==> src/rtl/ppu_pkg.sv <==
// Shared PPU background-fetch definitions: FSM encoding, address constants and
// scroll-register field positions.
package ppu_pkg;

  typedef enum logic [3:0] {
    IDLE, NT_REQ, NT_WAIT, AT_REQ, AT_WAIT,
    LO_REQ, LO_WAIT, HI_REQ, HI_WAIT, EMIT, DONE
  } bg_state_e;

  localparam logic [13:0] NT_BASE     = 14'h2000;
  localparam logic [9:0]  AT_OFFSET   = 10'h3C0;
  localparam logic [3:0]  PT_PLANE_HI = 4'h8;

  // vaddr = {fine_y[2:0], nt_sel[1:0], coarse_y[4:0], coarse_x[4:0]}
  localparam int VA_FY_HI = 14;
  localparam int VA_FY_LO = 12;
  localparam int VA_NT_HI = 11;
  localparam int VA_NT_LO = 10;
  localparam int VA_CY_HI = 9;
  localparam int VA_CY_LO = 5;
  localparam int VA_CX_HI = 4;
  localparam int VA_CX_LO = 0;

  // Attribute byte packs four 2x2-tile quadrants; bit 1 of coarse Y/X picks one.
  function automatic logic [2:0] attr_shift(input logic quad_y, input logic quad_x);
    return {quad_y, quad_x, 1'b0};
  endfunction

endpackage

==> src/rtl/ppu_bg_fetch_if.sv <==
// PPU-side read port between the background fetcher (master) and the memory manager (slave).
interface ppu_bg_fetch_if;
  logic [13:0] ppu_addr;
  logic        ppu_read_request;
  logic [7:0]  ppu_rdata;

  modport master (output ppu_addr, output ppu_read_request, input ppu_rdata);
  modport slave  (input ppu_addr, input ppu_read_request, output ppu_rdata);
endinterface

==> src/rtl/ppu_vaddr_inc.sv <==
// Coarse-X increment of the scroll register; wrapping past 31 flips the horizontal nametable.
module ppu_vaddr_inc
  import ppu_pkg::*;
(
  input  logic [14:0] v,
  output logic [14:0] v_next
);

  always_comb begin
    v_next = v;
    if (v[VA_CX_HI:VA_CX_LO] == 5'd31) begin
      v_next[VA_CX_HI:VA_CX_LO] = 5'd0;
      v_next[VA_NT_LO]          = ~v[VA_NT_LO];
    end else begin
      v_next[VA_CX_HI:VA_CX_LO] = v[VA_CX_HI:VA_CX_LO] + 5'd1;
    end
  end

endmodule

==> src/rtl/ppu_bg_fetch.sv <==
// Background tile fetch sequencer: NT/AT/LO/HI reads per tile, one tile record out per tile.
// Optional PPU_BG_FETCH_CNT_EN adds a saturating fetch_count of emitted tiles.
module ppu_bg_fetch
  import ppu_pkg::*;
#(
  parameter int RD_LATENCY = 2,
  parameter int MAX_TILES  = 34
)(
  input  logic                clk,
  input  logic                rst,
  ppu_bg_fetch_if.master      mem,
  input  logic                start,
  input  logic [14:0]         vaddr,
  input  logic [5:0]          tile_count,
  input  logic                bg_pt_sel,
  output logic                tile_valid,
  output logic [1:0]          tile_attr,
  output logic [7:0]          tile_lo,
  output logic [7:0]          tile_hi,
  output logic [14:0]         vaddr_next,
  output logic                busy,
  output logic                done
`ifdef PPU_BG_FETCH_CNT_EN
  , output logic [15:0]       fetch_count
`endif
);

  bg_state_e             state;
  logic [14:0]           v, v_inc;
  logic                  pt_sel;
  logic [5:0]            remaining, run_len;
  logic [7:0]            nt_byte, lo_byte;
  logic [1:0]            attr_q, attr_sel;
  logic [13:0]           at_addr, lo_addr;
  logic [RD_LATENCY-1:0] vld_pipe;
  logic                  rd_hit;

  ppu_vaddr_inc u_inc (.v(v), .v_next(v_inc));

  assign run_len = (int'(tile_count) > MAX_TILES) ? 6'(MAX_TILES) : tile_count;

  assign at_addr = NT_BASE
                 | {2'b00, v[VA_NT_HI:VA_NT_LO], 10'h000}
                 | {4'h0, AT_OFFSET}
                 | {8'h00, v[VA_CY_HI:VA_CY_HI-2], v[VA_CX_HI:VA_CX_HI-2]};
  assign lo_addr  = {1'b0, pt_sel, nt_byte, 1'b0, v[VA_FY_HI:VA_FY_LO]};
  assign attr_sel = 2'(mem.ppu_rdata >> attr_shift(v[VA_CY_LO+1], v[VA_CX_LO+1]));

  // Tracks the single outstanding read; the top bit marks the cycle its data is on ppu_rdata.
  always_ff @(posedge clk) begin
    if (!rst) begin
      vld_pipe <= '0;
    end else begin
      vld_pipe[0] <= mem.ppu_read_request;
      for (int i = 1; i < RD_LATENCY; i++) vld_pipe[i] <= vld_pipe[i-1];
    end
  end
  assign rd_hit = vld_pipe[RD_LATENCY-1];

  always_ff @(posedge clk) begin
    if (!rst) begin
      state                <= IDLE;
      v                    <= '0;
      pt_sel               <= 1'b0;
      remaining            <= '0;
      nt_byte              <= '0;
      lo_byte              <= '0;
      attr_q               <= '0;
      mem.ppu_addr         <= '0;
      mem.ppu_read_request <= 1'b0;
      tile_valid           <= 1'b0;
      tile_attr            <= '0;
      tile_lo              <= '0;
      tile_hi              <= '0;
      vaddr_next           <= '0;
      busy                 <= 1'b0;
      done                 <= 1'b0;
    end else begin
      mem.ppu_read_request <= 1'b0;
      tile_valid           <= 1'b0;
      done                 <= 1'b0;
      case (state)
        IDLE: if (start) begin
          busy <= 1'b1;
          if (tile_count != 6'd0) begin
            v                    <= vaddr;
            pt_sel               <= bg_pt_sel;
            remaining            <= run_len;
            mem.ppu_addr         <= NT_BASE | {2'b00, vaddr[11:0]};
            mem.ppu_read_request <= 1'b1;
            state                <= NT_REQ;
          end else begin
            done       <= 1'b1;
            vaddr_next <= v;
            state      <= DONE;
          end
        end
        NT_REQ: state <= NT_WAIT;
        NT_WAIT: if (rd_hit) begin
          nt_byte              <= mem.ppu_rdata;
          mem.ppu_addr         <= at_addr;
          mem.ppu_read_request <= 1'b1;
          state                <= AT_REQ;
        end
        AT_REQ: state <= AT_WAIT;
        AT_WAIT: if (rd_hit) begin
          attr_q               <= attr_sel;
          mem.ppu_addr         <= lo_addr;
          mem.ppu_read_request <= 1'b1;
          state                <= LO_REQ;
        end
        LO_REQ: state <= LO_WAIT;
        LO_WAIT: if (rd_hit) begin
          lo_byte              <= mem.ppu_rdata;
          mem.ppu_addr         <= lo_addr | {10'h000, PT_PLANE_HI};
          mem.ppu_read_request <= 1'b1;
          state                <= HI_REQ;
        end
        HI_REQ: state <= HI_WAIT;
        HI_WAIT: if (rd_hit) begin
          tile_valid <= 1'b1;
          tile_attr  <= attr_q;
          tile_lo    <= lo_byte;
          tile_hi    <= mem.ppu_rdata;
          state      <= EMIT;
        end
        EMIT: begin
          v         <= v_inc;
          remaining <= remaining - 6'd1;
          if (remaining == 6'd1) begin
            done       <= 1'b1;
            vaddr_next <= v_inc;
            state      <= DONE;
          end else begin
            mem.ppu_addr         <= NT_BASE | {2'b00, v_inc[11:0]};
            mem.ppu_read_request <= 1'b1;
            state                <= NT_REQ;
          end
        end
        DONE: begin
          busy  <= 1'b0;
          state <= IDLE;
        end
        default: state <= IDLE;
      endcase
    end
  end

`ifdef PPU_BG_FETCH_CNT_EN
  always_ff @(posedge clk) begin
    if (!rst) fetch_count <= '0;
    else if (tile_valid && fetch_count != 16'hFFFF) fetch_count <= fetch_count + 16'd1;
  end
`endif

endmodule
==> src/flat_wrapper.sv <==
// flat-port wrapper written by rule: the top's interface ports become plain ports
module ppu_bg_fetch_flat import ppu_pkg::*;
#(
  parameter int RD_LATENCY = 2,
  parameter int MAX_TILES  = 34
)
  (clk, rst, start, vaddr, tile_count, bg_pt_sel, tile_valid, tile_attr, tile_lo, tile_hi, vaddr_next, busy, done, mem_ppu_addr, mem_ppu_read_request, mem_ppu_rdata);
  ppu_bg_fetch_if mem_i ();
  input  logic clk;
  input  logic rst;
  input  logic start;
  input  logic [14:0] vaddr;
  input  logic [5:0] tile_count;
  input  logic bg_pt_sel;
  output logic tile_valid;
  output logic [1:0] tile_attr;
  output logic [7:0] tile_lo;
  output logic [7:0] tile_hi;
  output logic [14:0] vaddr_next;
  output logic busy;
  output logic done;
  output wire logic [$bits(mem_i.ppu_addr)-1:0] mem_ppu_addr;
  output wire logic [$bits(mem_i.ppu_read_request)-1:0] mem_ppu_read_request;
  input wire logic [$bits(mem_i.ppu_rdata)-1:0] mem_ppu_rdata;
  assign mem_ppu_addr = mem_i.ppu_addr;
  assign mem_ppu_read_request = mem_i.ppu_read_request;
  assign mem_i.ppu_rdata = mem_ppu_rdata;
  ppu_bg_fetch #(.RD_LATENCY(RD_LATENCY), .MAX_TILES(MAX_TILES)) u_core (.clk(clk), .rst(rst), .mem(mem_i), .start(start), .vaddr(vaddr), .tile_count(tile_count), .bg_pt_sel(bg_pt_sel), .tile_valid(tile_valid), .tile_attr(tile_attr), .tile_lo(tile_lo), .tile_hi(tile_hi), .vaddr_next(vaddr_next), .busy(busy), .done(done));
endmodule
==> config.mk <==
export PLATFORM = sky130hd
export DESIGN_NAME = ppu_bg_fetch_flat
export DESIGN_NICKNAME = d
export VERILOG_FILES = /design/src/rtl/ppu_pkg.sv /design/src/rtl/ppu_bg_fetch_if.sv /design/src/rtl/ppu_vaddr_inc.sv /design/src/rtl/ppu_bg_fetch.sv /design/src/flat_wrapper.sv
export SDC_FILE = /design/constraint.sdc
export NUM_CORES = 1
export LEC_CHECK = 0
export ABC_AREA = 1
export BUFFER_PORTS_ARGS = -buffer_cell sky130_fd_sc_hd__buf_4
export CORE_UTILIZATION = 55
export CTS_BUF_LIST = sky130_fd_sc_hd__clkbuf_8
export DETAILED_ROUTE_END_ITERATION = 12
export HOLD_SLACK_MARGIN = 0.03
export PLACE_DENSITY = 0.84
export SLEW_MARGIN = 0
export SYNTH_ARGS = -nofsm -noshare
export SYNTH_HDL_FRONTEND = slang
export SYNTH_SLANG_ARGS = --single-unit
==> constraint.sdc <==
create_clock -name clk -period 1.82 [get_ports clk]
set_clock_uncertainty 0.1 [all_clocks]
set_input_delay 0.182 -clock clk [delete_from_list [all_inputs] [get_ports clk]]
set_output_delay 0.182 -clock clk [all_outputs]
set_load 0.02 [all_outputs]
### Word-level counts from Yosys, hierarchy flattened

Index checks and enable logic that the tools add are counted.

* add/sub/neg operators: 2
* multiply operators: 0
* div/mod/pow operators: 0
* order comparisons: 1
* equality and inequality tests: 21
* shift operators: 1
* multiplexer cells: 39
* bitwise gates (word level): 3
* reduce and logical (&&, ||, !) cells: 18

Operator list (count)
* $mux 14: 6
* $mux 15: 5
* $pmux 14 s5: 1
* $pmux 15 s2: 2
* $pmux 4 s10: 1
* $mux 4: 7
* $mux 6: 3
* $eq 4x3->1 const B: 4
* $or 14x6->14: 1
* $eq 4x4->1 const B: 3
* $ne 2x1->1 const B: 6
* $pmux 6 s2: 1
* $reduce_and 2->1: 6
* $mux 1: 9
* $eq 4x2->1 const B: 2
* $reduce_and 4->1: 2
* $shr 8x3->2: 1
* $reduce_and 7->1: 1
* $eq 6x1->1 const B: 1
* $gt 6x6->1 const B: 1
* $ne 2x2->1 const B: 3
* $reduce_and 3->1: 2
* $reduce_bool 6->1: 1
* $sub 6x1->6 const B: 1
* 12 further kinds: 15

* register bits: 97
* latch bits: 0
* RAM bits: 0
* ROM bits: 0
* input port bits: 33
* output and inout bits: 51
* word-level logic and storage cells: 103
* memories: 0

### Depth between registers and ports, before layout

Gate-level depths: netlist of run 1.

* word-level depth: 5
* mapped depth: 13
* depth with buffers taken out: 13

### Hierarchy

Synthesis of run 1 repeated with hierarchy kept, for this count alone.

* cells, all modules: 695
* area, all modules: 4692.0 sq um

By module, submodules not included
* ppu_bg_fetch: instances 1, cells an instance 670, area each 4535.6 sq um, seq. area each 1941.9 sq um
* ppu_vaddr_inc: instances 1, cells an instance 25, area each 156.4 sq um, seq. area each 0.0 sq um

### Least setup slack after synthesis of run 1

No wires, ideal clock.

* path type: register to register
* start point: reg u_core.v[0]
* end point: reg u_core.mem.ppu_addr[10]
* setup time: 0.113 ns
* arrival time: 1.364 ns
* data required time: 1.607 ns
* slack: 0.243 ns
* stages on the path, launching flop included: 14
* buffers on the path: 0
* clock period less this slack: 1.577 ns
* cells stage by stage: dfxtp_1 -> ha_1 -> nand2_1 -> nor2_1 -> ha_1 -> inv_1 -> nand2_1 -> nand2_1 -> nand2_1 -> nand3_1 -> nor2_1 -> nand2_1 -> inv_1 -> nor2_1

* cells in the longest elaborated chain, start to end: 4

RTL lines
* start: declaration: RTL line ppu_bg_fetch.sv:29 `logic [14:0] v, v_inc;`
* start signal: assignment: RTL line ppu_bg_fetch.sv:86 `v <= vaddr;`
* start signal: assignment: RTL line ppu_bg_fetch.sv:128 `v <= v_inc;`
* $eq 5x5->1: RTL line ppu_vaddr_inc.sv:11 `if (v[VA_CX_HI:VA_CX_LO] == 5'd31) begin`
* $mux 1: RTL line ppu_vaddr_inc.sv:11
* $mux 14: RTL line ppu_bg_fetch.sv:130 `if (remaining == 6'd1) begin`
* $pmux 14 s5: RTL line ppu_bg_fetch.sv:82 `case (state)`
* end signal: assignment: RTL line ppu_bg_fetch.sv:89 `mem.ppu_addr <= NT_BASE | {2'b00, vaddr[11:0]};`
* end signal: assignment: RTL line ppu_bg_fetch.sv:101 `mem.ppu_addr <= at_addr;`
* end signal: assignment: RTL line ppu_bg_fetch.sv:135 `mem.ppu_addr <= NT_BASE | {2'b00, v_inc[11:0]};`
* end: declaration: RTL line ppu_bg_fetch_if.sv:7 `modport master (output ppu_addr, output ppu_read_request, input ppu_rdata);`

Every way passes these cells. The select of a mux whose other input is x is not followed.
A chain may end at the register's enable or synchronous reset.

### Worst setup path in the final report of run 1

* start point: reg u_core.v[0]
* end point: reg u_core.mem.ppu_addr[0]

* cells in the longest elaborated chain, start to end: 4
* elaborated cells between the ends (all ways): 5
* those cells by class: add/sub (1); eq/ne (1); mux (3)

RTL lines (RTL line)
* $add 5x1->5 / $eq 5x5->1 (equally long branches): ppu_vaddr_inc.sv:15, ppu_vaddr_inc.sv:11
* $mux 5 *: ppu_vaddr_inc.sv:11
* $mux 14 *: ppu_bg_fetch.sv:130
* $pmux 14 s5 *: ppu_bg_fetch.sv:82

Every way passes the cells marked *; elsewhere a longest branch is shown, timed or not. The select of a mux whose other input is x is not followed.

==> impl_metrics.toml, run 1 <==
[floorplanning]
fp.dieW_um = 93.1
core_mm2 = 0.00789
row_count = 32
start_util = 0.579
die_y_um = 93.1
die-area_mm2 = 0.00867
io_pins = 84

[place]
post-place-ws_ns = -0.0612
dp_cells = 830
dp_hpwl_um = 8660
gp_congestion = 0.886
portBuffers = 83
dpl_cell_area_mm2 = 0.00529

[synthesis]
synth.distinct_cells = 30
async_flop_share = 0
synth_edf_count = 0
synth_warnings = 0
synth_area_leaders = "dfxtp_1 (43%), nor2_1 (12%), nand2_1 (11%)"
syn-num-nets = 692
ys_seq_area_frac = 0.425
syn-cell-area_mm2 = 0.00457
netlist_instances = 655
yosys.area.top_type = "dfxtp_1"
yosys-top-cells-count = "nor2_1 (144), nand2_1 (130), dfxtp_1 (97)"
yosysMostFrequentCell = "nor2_1"
synth-main-ff-cell = "dfxtp_1"
ys_ff_latch = 97
synth_area_per_cell_um2 = 6.97
yosysTopAreaCellShare = 0.425

[global_routing]
grt_busiest_layer = "met2"
antenna_found_initial = 0
grt_pass1_vias = 4521
use_met2 = 0.504
grtUsageTotal = 0.297
grt_util_met3 = 0.0455
grt_pass1_wl_um = 20500
overflow = 0
grt_max_degree = 38
grt_use_met1 = 0.372

[power]
p_sw_mw = 3.65
p_comb_frac = 0.451
p_sw_frac = 0.438
internal-power_mw = 4.69
leakage_nw = 2.61
clock_power_share = 0.176
p_seq_frac = 0.372
power_mw = 8.34
vdd_ir_drop_max_v = 0.000939
power.density_mw_per_mm2 = 1450

[clock_tree]
htreeDepth = 3
cts_num_sinks = 97
clk_pin_slew_ns = 0.10
cts_tree = "done"
insertion_delay_ns = 0.37
root_buffer = "clkbuf_8"
cts_buffers = 9
clockBufferDepth = 2

[finish]
fin_area_mm2 = 0.00575
drive_gt1_frac = 0.226
area_growth_pct = 25.9
stdcell_count = 869
nets = 799
fillers = 633
final_core_util = 0.729
n_antenna_cell = 0

[routing]
drtIter0Drc = 284
wl_per_cell_um = 14.3
routed_via_density = 5.41
routed_wl_um = 12500
num_vias = 4705
ant_nets = 0
dr.pass1.iters = 5
remaining_drc_errors = 0

[setup_path]
start_kind = "flop"
critPathKind = "flop to flop"
end_kind = "flop"
worstPathRequired_ns = 1.99
cp_data_arrival_time_ns = 1.92
crit_fanout = 5

[sta]
fin_crit_ns = 1.75
layout_setup_ws_ns = 0.0749
maxSlewHeadroom = 0.596
finalHoldViolCount = 0
slew_viol_final = 0
rsz0062_at_grt = "yes"
worst_hold_slack_ns = 0.0462
fin_setup_tns_ns = 0
final-setup-viol-count = 0
finalCritPeriodShare = 0.959
worstMarginPinSlew_ns = 0.605
timing.fmax_ghz = 0.573

[worst_hold_path]
hp-class = "primary input to flop"

[run]
drv_cap = 0

[run_status]
status = "finished clean"
[state kept, by name, indices dropped and copies added (netlist names)]
| register | cells |
|---|---|
| u_core.state | 4 |
| u_core.remaining | 6 |
| u_core.tile_lo | 8 |
| u_core.attr_q | 2 |
| u_core.done | 1 |
| u_core.mem.ppu_read_request | 1 |
| u_core.mem.ppu_addr | 14 |
| u_core.tile_attr | 2 |
| u_core.nt_byte | 8 |
| u_core.busy | 1 |
| u_core.vld_pipe | 2 |
| u_core.tile_valid | 1 |
| u_core.lo_byte | 8 |
| u_core.pt_sel | 1 |
| u_core.tile_hi | 8 |
| u_core.vaddr_next | 15 |
| u_core.v | 15 |
[layer usage]
layer  up-vias  wire [um]  part of all wire
li1       2315          -                 -
met1      2154       5240              0.42
met2       211       6050              0.49
met3        25        905             0.073
met4         0        270             0.022
met5         -          0                 0
[cells by family (layout without fill, tap and decap cells)]
family / count (synthesis) / after routing / synth area share
AND/OR/NAND/NOR: 358 / 358 / 0.352
AO/OA/AOI/OAI: 123 / 123 / 0.136
flip-flops: 97 / 97 / 0.425
buffers and inverters: 72 / 184 / 0.0740
adder cells (fa/ha/maj): 4 / 4 / 0.0110
XOR/XNOR: 1 / 1 / 0.00192
[layout make-up]
type                    count  area [um^2]  area share
well taps                 102          128      0.0222
clock inverters             7         77.6      0.0135
clock buffers               9          124      0.0215
inverters                  43          163      0.0283
repair buffers            125          981       0.171
multi-input cells         486         2320       0.404
flip-flops and latches     97         1950       0.339
[power by group through the flow]
stage	registers (mW)	clock network (mW)	logic, mW
2_1_floorplan	3.33	0	2.27
3_3_place_gp	3.08	0	3.47
3_5_place_dp	3.10	0	3.56
4_1_cts	3.06	1.47	3.64
5_1_grt	3.17	1.55	4.18
6_report	3.11	1.47	3.76
[worst paths after layout]
check                     startpoint                endpoint  slack [ns]  cells after the start
setup / recovery         u_core.v[0]  u_core.mem.ppu_addr[0]        0.07                     11
hold / removal              vaddr[2]             u_core.v[2]        0.05                      5
setup reg to reg         u_core.v[0]  u_core.mem.ppu_addr[0]        0.07                     11
hold reg to reg   u_core.vld_pipe[0]      u_core.vld_pipe[1]        0.32                      2
[timing repair]
item,CTS,global route
resized for setup,6,12
setup endpoints to repair,15,31
buffers inserted,0,6
pin swaps,0,4
hold endpoints to repair,24,0
hold buffers,17,0
[critical path: stages, from the launching register on]
cell	delay, ns
dfxtp_4	0.40
ha_4	0.14
nand2_2	0.06
nor2_2	0.11
ha_2	0.21
inv_2	0.07
nand4_1	0.13
nand2_1	0.09
nor2_1	0.14
nand2_1	0.07
nor2_1	0.08
nor2_1	0.05
[layout by cell type, fill, tap and decap left out, types with 2 or more instances in the layout]
cell type	count
a31oi_1	4
nor2_8	2
nand4_1	4
inv_2	6
clkinv_2	3
nor2_2	7
nand2_4	8
dfxtp_1	92
o21ai_0	56
ha_1	2
a21oi_1	48
buf_4	108
dlygate4sd3_1	17
nand2_2	9
nor2_1	141
inv_6	2
nand2_1	126
clkbuf_8	9
nand3_1	49
nor2_4	6
inv_1	36
o21ai_1	14
dfxtp_2	4
Power figures use the tool's default switching activity.
==> run 2: changes to the inputs <==
Settings changed: CELL_PAD_IN_SITES_DETAIL_PLACEMENT set to 0, CELL_PAD_IN_SITES_GLOBAL_PLACEMENT set to 2, CORE_UTILIZATION 55 to 32, PLACE_DENSITY 0.84 to 0.88.
==> impl_metrics.toml, run 2 (same netlist as run 1, synthesis figures left out) <==
[routing]
routed_via_density = 4.74
wl_per_cell_um = 13.9
remaining_drc_errors = 0
dr.pass1.iters = 4
num_vias = 4570
routed_wl_um = 13400
ant_nets = 0
drtIter0Drc = 235

[sta]
slew_viol_final = 0
layout_setup_ws_ns = 0.0859
timing.fmax_ghz = 0.577
rsz0062_at_grt = "yes"
maxSlewHeadroom = 0.724
final-setup-viol-count = 0
fin_crit_ns = 1.73
fin_setup_tns_ns = 0
worst_hold_slack_ns = 0.0510
finalHoldViolCount = 0
finalCritPeriodShare = 0.953
worstMarginPinSlew_ns = 0.414

[power]
vdd_ir_drop_max_v = 0.000619
power.density_mw_per_mm2 = 1420
p_seq_frac = 0.358
internal-power_mw = 5.01
power_mw = 8.62
p_sw_frac = 0.419
leakage_nw = 2.71
clock_power_share = 0.188
p_comb_frac = 0.454
p_sw_mw = 3.62

[clock_tree]
cts_num_sinks = 97
clockBufferDepth = 2
cts_tree = "done"
clk_pin_slew_ns = 0.10
cts_buffers = 9
root_buffer = "clkbuf_8"
insertion_delay_ns = 0.39
htreeDepth = 3

[finish]
drive_gt1_frac = 0.234
fillers = 1445
area_growth_pct = 33.1
reg_top3 = "u_core.v (15), u_core.vaddr_next (15), u_core.mem.ppu_addr (14)"
nets = 817
layout_common_cells = "nor2_1 (141), nand2_1 (126), buf_4 (113)"
fin_area_mm2 = 0.00608
mostFrequentLayoutCell = "nor2_1"
n_antenna_cell = 0

[place]
portBuffers = 83
dpl_cell_area_mm2 = 0.00547
post-place-ws_ns = 0.00000810
dp_hpwl_um = 9630
gp_congestion = 0.834

[setup_path]
critPathKind = "flop to flop"
crit_fanout = 5
cp_data_arrival_time_ns = 1.91
end_kind = "flop"
worstPathRequired_ns = 2.00
start_kind = "flop"

[floorplanning]
core_mm2 = 0.0139
io_pins = 84
row_count = 43
die-area_mm2 = 0.0148
fp.dieW_um = 121
start_util = 0.329
die_y_um = 121

[global_routing]
grt_pass1_vias = 4269
antenna_found_initial = 0
grt_pass1_wl_um = 21200
overflow = 0
grt_max_degree = 28
grtUsageTotal = 0.186

[run_status]
status = "finished clean"

[run]
drv_cap = 0

[worst_hold_path]
hp-class = "primary input to flop"
==> run 2: timing repair <==
item                                    4_1_cts  5_1_grt
setup buffers                                 0        8
pin swaps                                     0       11
endpoints found under the hold margin        42        0
resized for setup                             2       20
hold buffers                                 26        0
endpoints found under the setup margin        4       40
==> run 2: worst paths after layout <==
kind                            slack, ns                from  cells after the start                      to
worst max-delay path                 0.09         u_core.v[0]                     11  u_core.mem.ppu_addr[0]
worst min-delay path                 0.05            vaddr[1]                      5  u_core.mem.ppu_addr[1]
worst max register to register       0.09         u_core.v[0]                     11  u_core.mem.ppu_addr[0]
worst min register to register       0.32  u_core.vld_pipe[0]                      2      u_core.vld_pipe[1]
==> run 2: power groups by stage <==
stage	Sequential, mW	Combinational, mW	Clock (mW)
5_1_grt	3.17	4.38	1.75
4_1_cts	3.06	3.72	1.67
6_report	3.09	3.91	1.62
3_3_place_gp	3.10	3.63	0
2_1_floorplan	3.33	2.27	0
3_5_place_dp	3.10	3.66	0
==> run 2: worst max-delay path: stages, from the launching register on <==
cell and delay, ns:
dfxtp_4 0.39, ha_4 0.14, nand2_2 0.06, nor2_2 0.11, ha_2 0.20, inv_2 0.06, nand4_1 0.16, nand2_1 0.08
nor2_1 0.11, nand2_1 0.06, nor2_1 0.11, nor2_1 0.04
==> run 2: metrics by stage <==
step	utilization	cells
global placement	0.394	915
detailed placement	0.394	915
global route	0.438	965
floorplan	-	655
finish	0.438	965
CTS	0.430	957
==> run 2: final cells by class <==
type                    count  area [um^2]  share of cell area
clock buffers              10          138              0.0226
clock inverters             6         90.1              0.0148
inverters                  43          163              0.0268
multi-input cells         486         2330               0.383
flip-flops and latches     97         1950               0.321
well taps                 180          225              0.0371
repair buffers            143         1180               0.194
==> run 2: routing by layer <==
| layer | wire length, um | global-route usage | part of all wire |
|---|---|---|---|
| met1 | 6260 | 0.241 | 0.47 |
| met3 | 609 | 0.0461 | 0.045 |
| met4 | 170 | 0.0517 | 0.013 |
| met5 | 0 | 0 | 0 |
| met2 | 6380 | 0.304 | 0.48 |
